<file path="src/rtl/mips_sys_pkg.sv">
// Shared SYSCALL sequencer definitions: service codes and state type.
package mips_sys_pkg;

  localparam logic [31:0] SYS_PRINT_STR = 32'd4;
  localparam logic [31:0] SYS_EXIT      = 32'd10;
  localparam logic [31:0] SYS_PRINT_CHR = 32'd11;

  typedef enum logic [2:0] {
    S_IDLE,
    S_FETCH,
    S_EMIT,
    S_DONE,
    S_HALT
  } sys_state_t;

endpackage

</file>
<file path="src/rtl/sys_byte_sel.sv">
// Big-endian byte lane select: lane 0 is the most significant byte.
module sys_byte_sel (
  input  logic [31:0] word,
  input  logic [1:0]  lane,
  output logic [7:0]  data
);

  always_comb begin
    unique case (lane)
      2'd0:    data = word[31:24];
      2'd1:    data = word[23:16];
      2'd2:    data = word[15:8];
      default: data = word[7:0];
    endcase
  end

endmodule

</file>
<file path="src/rtl/syscall_print_seq.sv">
// SYSCALL sequencer: print_string / print_char / exit services with
// pipeline stall, data-memory port steal and ready/valid char stream.
module syscall_print_seq
  import mips_sys_pkg::*;
#(
  parameter int MAX_LEN = 1024
) (
  input  logic        clk,
  input  logic        rst_n,
  input  logic        syscall_valid,
  input  logic [31:0] v0,
  input  logic [31:0] a0,
  output logic        stall,
  output logic        mem_req,
  output logic [31:0] mem_addr,
  input  logic [31:0] mem_rdata,
  input  logic        mem_ack,
  output logic        char_valid,
  output logic [7:0]  char_data,
  input  logic        char_ready,
  output logic        done,
  output logic        err,
  output logic        halted
);

  localparam int CW = $clog2(MAX_LEN + 1);

  sys_state_t    state;
  sys_state_t    state_nxt;
  logic [31:0]   ptr;
  logic [31:0]   wbuf;
  logic [CW-1:0] count;
  logic          is_str;
  logic          err_q;
  logic [7:0]    cur_byte;
  logic          is_nul;
  logic          xfer;
  logic          at_max;
  logic [31:0]   ptr_inc;
  logic          code_str;
  logic          code_chr;
  logic          code_exit;

  sys_byte_sel u_sel (
    .word (wbuf),
    .lane (ptr[1:0]),
    .data (cur_byte)
  );

  assign code_str  = (v0 == SYS_PRINT_STR);
  assign code_chr  = (v0 == SYS_PRINT_CHR);
  assign code_exit = (v0 == SYS_EXIT);
  assign is_nul    = is_str && (cur_byte == 8'h00);
  assign xfer      = (state == S_EMIT) && !is_nul && char_ready;
  assign at_max    = (count == CW'(MAX_LEN - 1));
  assign ptr_inc   = ptr + 32'd1;

  always_ff @(posedge clk or negedge rst_n) begin
    if (!rst_n) state <= S_IDLE;
    else        state <= state_nxt;
  end

  always_comb begin
    state_nxt = state;
    unique case (state)
      S_IDLE: begin
        if (syscall_valid) begin
          unique case (1'b1)
            code_str:  state_nxt = S_FETCH;
            code_chr:  state_nxt = S_EMIT;
            code_exit: state_nxt = S_HALT;
            default:   state_nxt = S_DONE;
          endcase
        end
      end
      S_FETCH: if (mem_ack) state_nxt = S_EMIT;
      S_EMIT: begin
        if (is_nul) begin
          state_nxt = S_DONE;
        end else if (xfer) begin
          if (!is_str || at_max)       state_nxt = S_DONE;
          else if (ptr_inc[1:0] == '0) state_nxt = S_FETCH;
        end
      end
      S_DONE:  state_nxt = S_IDLE;
      S_HALT:  state_nxt = S_HALT;
      default: state_nxt = S_IDLE;
    endcase
  end

  // print_char rides the string datapath: byte parked in lane 3
  always_ff @(posedge clk or negedge rst_n) begin
    if (!rst_n) begin
      ptr    <= '0;
      wbuf   <= '0;
      count  <= '0;
      is_str <= 1'b0;
      err_q  <= 1'b0;
    end else begin
      if (state == S_IDLE && syscall_valid) begin
        err_q  <= !(code_str || code_chr || code_exit);
        is_str <= code_str;
        count  <= '0;
        ptr    <= code_str ? a0 : 32'd3;
        wbuf   <= {24'd0, a0[7:0]};
      end
      if (state == S_FETCH && mem_ack) wbuf <= mem_rdata;
      if (xfer) begin
        ptr   <= ptr_inc;
        count <= count + 1'b1;
        if (is_str && at_max) err_q <= 1'b1;
      end
    end
  end

  always_comb begin
    stall      = (state != S_IDLE) || syscall_valid;
    mem_req    = (state == S_FETCH);
    mem_addr   = mem_req ? {ptr[31:2], 2'b00} : '0;
    char_valid = (state == S_EMIT) && !is_nul;
    char_data  = char_valid ? cur_byte : '0;
    done       = (state == S_DONE);
    halted     = (state == S_HALT);
    err        = err_q;
  end

endmodule

</file>
<file path="config.mk">
export PLATFORM = sky130hd
export DESIGN_NAME = syscall_print_seq
export DESIGN_NICKNAME = d
export VERILOG_FILES = /design/src/rtl/mips_sys_pkg.sv /design/src/rtl/sys_byte_sel.sv /design/src/rtl/syscall_print_seq.sv
export SDC_FILE = /design/constraint.sdc
export NUM_CORES = 1
export LEC_CHECK = 0
export ABC_AREA = 1
export CAP_MARGIN = 20
export CORE_MARGIN = 2
export CORE_UTILIZATION = 25
export CTS_BUF_LIST = sky130_fd_sc_hd__clkbuf_16
export CTS_CLUSTER_DIAMETER = 30
export DETAILED_ROUTE_END_ITERATION = 16
export PLACE_DENSITY = 0.5
export REMOVE_ABC_BUFFERS = 1
export SETUP_SLACK_MARGIN = 0.15
export SYNTH_ARGS = -nofsm -noshare
export SYNTH_HDL_FRONTEND = slang
export SYNTH_SLANG_ARGS = --single-unit
</file>
<file path="constraint.sdc">
create_clock -name clk -period 2.55 [get_ports clk]
set_input_delay 0.3825 -clock clk [delete_from_list [all_inputs] [get_ports clk]]
set_output_delay 0.3825 -clock clk [all_outputs]
set_load 0.005 [all_outputs]
</file>
==> results of run 1 <==
## per-stage QoR
stage	TNS (ns)	total power [mW]
2_1_floorplan	-19.74	3.56
6_report	0	7.57
3_3_place_gp	-0.396	5.09
3_5_place_dp	-1.39	5.10
4_1_cts	0	7.21
5_1_grt	-0.00950	8.07
## final timing paths
path	start	endpoint	slack, ns	depth (start not counted)
setup reg to reg	ptr[1]	ptr[10]	0.13	15
hold reg to reg	err	err	0.51	2
max in group asynchronous	rst_n	ptr[0]	1.38	3
hold / removal	err	err	0.51	2
min in group asynchronous	rst_n	wbuf[18]	0.52	2
setup / recovery	ptr[0]	char_data[7]	0.08	10
## synthesized netlist by cell type (4+ instances only)
cell / number / area [um^2]
o21ai_0: 9 / 45.0
o22ai_1: 4 / 25.0
o211ai_1: 5 / 37.5
nor3_1: 5 / 25.0
buf_4: 4 / 30.0
xor2_1: 20 / 175
ha_1: 5 / 62.6
clkbuf_1: 18 / 67.6
inv_1: 106 / 398
nand3_1: 65 / 325
inv_2: 4 / 15.0
nor2_1: 155 / 582
a21oi_1: 6 / 30.0
o21ai_1: 9 / 45.0
nand4_1: 28 / 175
nand2_1: 379 / 1420
buf_2: 14 / 70.1
dfrtp_1: 80 / 2000
o221ai_1: 4 / 35.0
## state kept, by name (all words and copies together) (netlist names)
register	cells
state	3
is_str	1
count	11
wbuf	32
ptr	32
err	1
## area by class of cell
cell class / count / area (um^2) / area share, %
clock inverter: 6 / 92.6 / 1.09
inverter: 111 / 442 / 5.20
clock buffer: 9 / 225 / 2.65
sequential: 80 / 2000 / 23.6
tap: 285 / 357 / 4.20
timing repair inverter: 1 / 7.51 / 0.0884
timing repair buffer: 207 / 2030 / 23.9
multi-input combinational: 710 / 3340 / 39.3
## tightest hold or removal path: cells and delay by family (launching register included)
kind               cells  cell delay [ns]
AOI/OAI and AO/OA      1             0.07
DFF                    1             0.35
and+or+nand+nor        1             0.05
## report_power, final
part	internal, mW	switching, mW	total, mW	leakage, nW
Combinational	1.85	2.27	4.12	2.98
Clock	0.858	0.576	1.43	0.148
Sequential	1.68	0.339	2.01	1.05
## metal layers
metal | vias to the layer above | share of wire (%) | global-route usage (%)
met3 | 23 | 5.5 | 3.45
met2 | 193 | 47 | 29.1
met4 | 0 | 1.5 | 4.23
met5 | - | 0 | 0
li1 | 3253 | - | -
met1 | 2941 | 46 | 23.3
## logic make-up after synthesis
kind of cell | after synthesis | synth area share (%)
muxes | 1 | 0.175
adders and majority gates | 5 | 1.10
buffers and inverters | 150 | 10.6
xor gates and xnor gates | 20 | 3.07
other | 1 | 0.0657
DFF | 80 | 35.0
and+or+nand+nor | 640 | 45.6
AOI/OAI and AO/OA | 41 | 4.36
## repair_timing
action / CTS / global route
resized for setup: 121 / 26
endpoints found under the hold margin: 31 / 0
endpoints found under the setup margin: 80 / 55
pin swaps: 14 / 9
setup buffers: 17 / 7
cloned: 4 / 4
hold buffers: 1 / 0
==> results_dict.tcl, run 1 <==
set metrics [dict create \
    outcome "complete, no violations" \
    cp.arrival_ns 2.09 \
    fin_area_um2 8500 \
    fp.dieArea_um2 24100 \
    worst-path-buf-inv 4 \
    final-setup-viol-count 0 \
    syn_area_um2 5710 \
    min_path_type "reg -> reg" \
    grt_start_max_net_pins 50 \
    clockBufferDepth 2 \
    setup_ws_ns 0.0794 \
    final_common_cell "nand2_1" \
    synthArstFlopShare_pct 100 \
    cts-root-buf "clkbuf_16" \
    path_delay_family "buffers and inverters" \
    die_w_um 155 \
    port_buffers 144 \
    p_per_area_nw_per_um2 891 \
    synth_ff_type "dfrtp_1" \
    drc_errors 0 \
    ys_ff_latch 80 \
    syn_avg_cell_area_um2 6.09 \
    gp_congestion 0.862 \
    worstSetupEndpointType "primary output" \
    first_global_vias 6416 \
    grt_usage_pct 17.5 \
    routed_wl_mm 21.4 \
    synth_cell_type_count 35 \
    antenna_left 0 \
    path_clk_slew_ns 0.06 \
    ir_worst_vdd_mv 0.401 \
    yosysWarnings 0 \
    final_nets 1226 \
    cts_buffers 9 \
    antenna_found_initial 0 \
    drt-wirelength-per-cell_um 15.2 \
    coreArea_um2 22500 \
    crit_type "reg -> out" \
    die_height_um 155 \
    clock.fmax_ghz 0.405 \
    cpMostUsedCell "a21oi_4" \
    pre_cts_slack_ns -0.267 \
    fillers 2385 \
    cts.sinks 80 \
    cap_violations 0 \
    syn_inst 938 \
    crit_chain "ha_4 -> buf_12 -> buf_4 -> a21oi_4 -> nor2_2 -> nand3_4 -> nand2_4 -> buf_6 -> a21oi_4 -> buf_2" \
    period_minus_slack_ns 2.47 \
    mostFrequentLayoutCells "nand2_1, nor2_1, clkdlybuf4s50_1, inv_1, dfrtp_1" \
    cp_slowest_cell "dfrtp_2" \
    fin_crit_sh_pct 96.9 \
    area_growth_pct 48.8 \
    grt_pass1_wl_mm 33.5 \
    clock_latency_ns 0.35 \
    rsz0062_at_grt "true" \
    required_ns 2.17 \
    timing.hold.ws_ns 0.507 \
    p_leak_nw 4.18 \
    std_cell_rows 55 \
    cts_max_level 3 \
    num_io_pins 147 \
    synth_edf_count 0 \
    viasPerCell 4.55 \
    finalMaxSlewViolations 0 \
    fin_skew_ns 0.00688 \
    initialDrtViolationCount 379 \
    fin_util_pct 37.8 \
    final_cells 1409 \
    vias 6410 \
    synth.yosys.seq_area_share_pct 35.0 \
    start_kind "register" \
    cpPeakStageDelay_ns 0.47 \
    placed_area_um2 7610 \
    initial_core_util_pct 25.4 \
    hpwlAfterDp_mm 15.3 \
    overflow 0 \
    post-place-cells 1361 \
    drive_gt1_share_pct 13.1 \
    diodes 0 \
    final-hold-violation-count 0 \
    cts_tree "yes" \
    dr.pass1.iters 5 \
    worstPathMaxFanout 10 \
]
Note: power is estimated with default switching activity, not from simulation.
==> inputs of run 2 (changes only) <==
GPL_ROUTABILITY_DRIVEN = 0   (was unset)
==> results of run 2 <==
Same layout as run 1: the final DEF is identical, and so are final timing and power.
==> inputs of run 3 (changes only) <==
PLACE_DENSITY = unset   (was 0.5)
SKIP_CTS_REPAIR_TIMING = 1   (was unset)
==> results_dict.tcl, run 3 (same netlist as run 1, synthesis figures left out) <==
set metrics [dict create \
    std_cell_rows 55 \
    cts_buffers 9 \
    cpMostUsedCell "nand2_1" \
    grt_usage_pct 16.2 \
    port_buffers 144 \
    crit_chain "inv_4 -> ha_4 -> nand2_1 -> nand2_1 -> o21ai_2 -> nand2_1 -> nor2_2 -> nand3_4 -> nand2_4 -> buf_6 -> buf_6 -> nor2_1 -> clkbuf_2" \
    hpwlAfterDp_mm 14.8 \
    antenna_left 0 \
    final-setup-viol-count 0 \
    cp_slowest_cell "dfrtp_2" \
    overflow 0 \
    cts.sinks 80 \
    fin_skew_ns 0.00772 \
    p_per_area_nw_per_um2 862 \
    initialDrtViolationCount 460 \
    initial_core_util_pct 25.4 \
    mostFrequentLayoutCells "nand2_1, nor2_1, clkdlybuf4s50_1, inv_1, dfrtp_1" \
    area_growth_pct 48.6 \
    path_delay_family "simple AND/OR/NAND/NOR gates" \
    vias 6496 \
    min_path_type "in -> async" \
    crit_type "reg -> out" \
    start_kind "register" \
    cap_violations 0 \
    antenna_found_initial 0 \
    top_regs "ptr x32, wbuf x32, count x11" \
    r2r-start "ptr[0]" \
    post-place-cells 1357 \
    cpPeakStageDelay_ns 0.46 \
    cts-root-buf "clkbuf_16" \
    outcome "finished with violations" \
    routed_wl_mm 20.9 \
    worst-path-buf-inv 4 \
    timing.slew.headroom_pct 66.1 \
    coreArea_um2 22500 \
    multiInputGateArea_um2 3300 \
    grt_pass1_wl_mm 31.0 \
    die_height_um 155 \
    finalMaxSlewViolations 0 \
    ir_worst_vdd_mv 0.466 \
    final_nets 1217 \
    register_area_um2 2000 \
    worstPathMaxFanout 8 \
    drive_gt1_share_pct 11.4 \
    diodes 0 \
    cp.arrival_ns 2.15 \
    fin_setup_tns_ns 0 \
    clock.fmax_ghz 0.396 \
    required_ns 2.17 \
    cts_tree "yes" \
    die_w_um 155 \
    p_leak_nw 4.50 \
    fin_crit_sh_pct 99.1 \
    path_clk_slew_ns 0.06 \
    cp-startpoint "ptr[0]" \
    first_global_vias 6081 \
    final-hold-violation-count 3 \
    fp.dieArea_um2 24100 \
    setup_ws_ns 0.0218 \
    rsz0062_at_grt "true" \
    pre_cts_slack_ns -0.164 \
    cts_max_level 3 \
    drc_errors 0 \
    clockBufferDepth 2 \
    final_common_cell "nand2_1" \
    worst_slew_pin_slew_ns 0.508 \
    dr.pass1.iters 5 \
    violations "hold timing" \
    period_minus_slack_ns 2.53 \
    reg2reg_depth 15 \
    grt_start_max_net_pins 36 \
    timing.hold.ws_ns -0.00340 \
    viasPerCell 4.64 \
    clock_latency_ns 0.36 \
    worstSetupEndpointType "primary output" \
    num_io_pins 147 \
    drt-wirelength-per-cell_um 15.0 \
    final_cells 1401 \
    fillers 2335 \
    crit_cells 13 \
]
-- run 3: cell types whose count changed in the layout (fill, tap and decap cells not counted), moves of 3 or more --
cell            delta
buf_4              -6
nor2_1             +3
nand2_2            -5
nand2_1            +5
clkbuf_2           +7
inv_2              -3
dlygate4sd2_1     -28
dlymetal6s2s_1    +28
buf_2              -9
-- run 3: routing by layer --
metal,GRT usage [%],up-vias,part of all wire (%),routed length (um)
met4,3.70,0,0.94,197
met5,0,-,0,0
li1,-,3234,-,-
met1,21.9,3022,45,9460
met3,3.90,18,7.2,1500
met2,26.3,222,47,9780
-- run 3: power by group --
group / switching (mW) / internal, mW
logic: 2.21 / 1.77
registers: 0.320 / 1.68
clock network: 0.577 / 0.760
-- run 3: cell type report --
class	count	share of cell area (%)
multi-input combinational	711	38.8
inverter	111	5.41
tap	285	4.20
clock inverter	7	0.855
sequential	80	23.6
timing repair buffer	198	24.4
clock buffer	9	2.65
-- run 3: final timing paths --
kind / to / slack, ns
worst max register to register: ptr[20] / 0.05
worst min register to register: err / 0.50
max in group asynchronous: ptr[7] / 1.94
worst max-delay path: char_data[0] / 0.02
min in group clk: err / 0.50
worst min-delay path: ptr[10] / -0.003
-- run 3: per-stage QoR --
step / util [%] / total power, mW / area [um^2]
2_1_floorplan: - / 3.56 / 5530
3_3_place_gp: 33.6 / 4.99 / 7560
3_5_place_dp: 33.6 / 5.04 / 7560
4_1_cts: 34.9 / 6.39 / 7860
5_1_grt: 37.7 / 7.80 / 8490
6_report: 37.7 / 7.32 / 8490
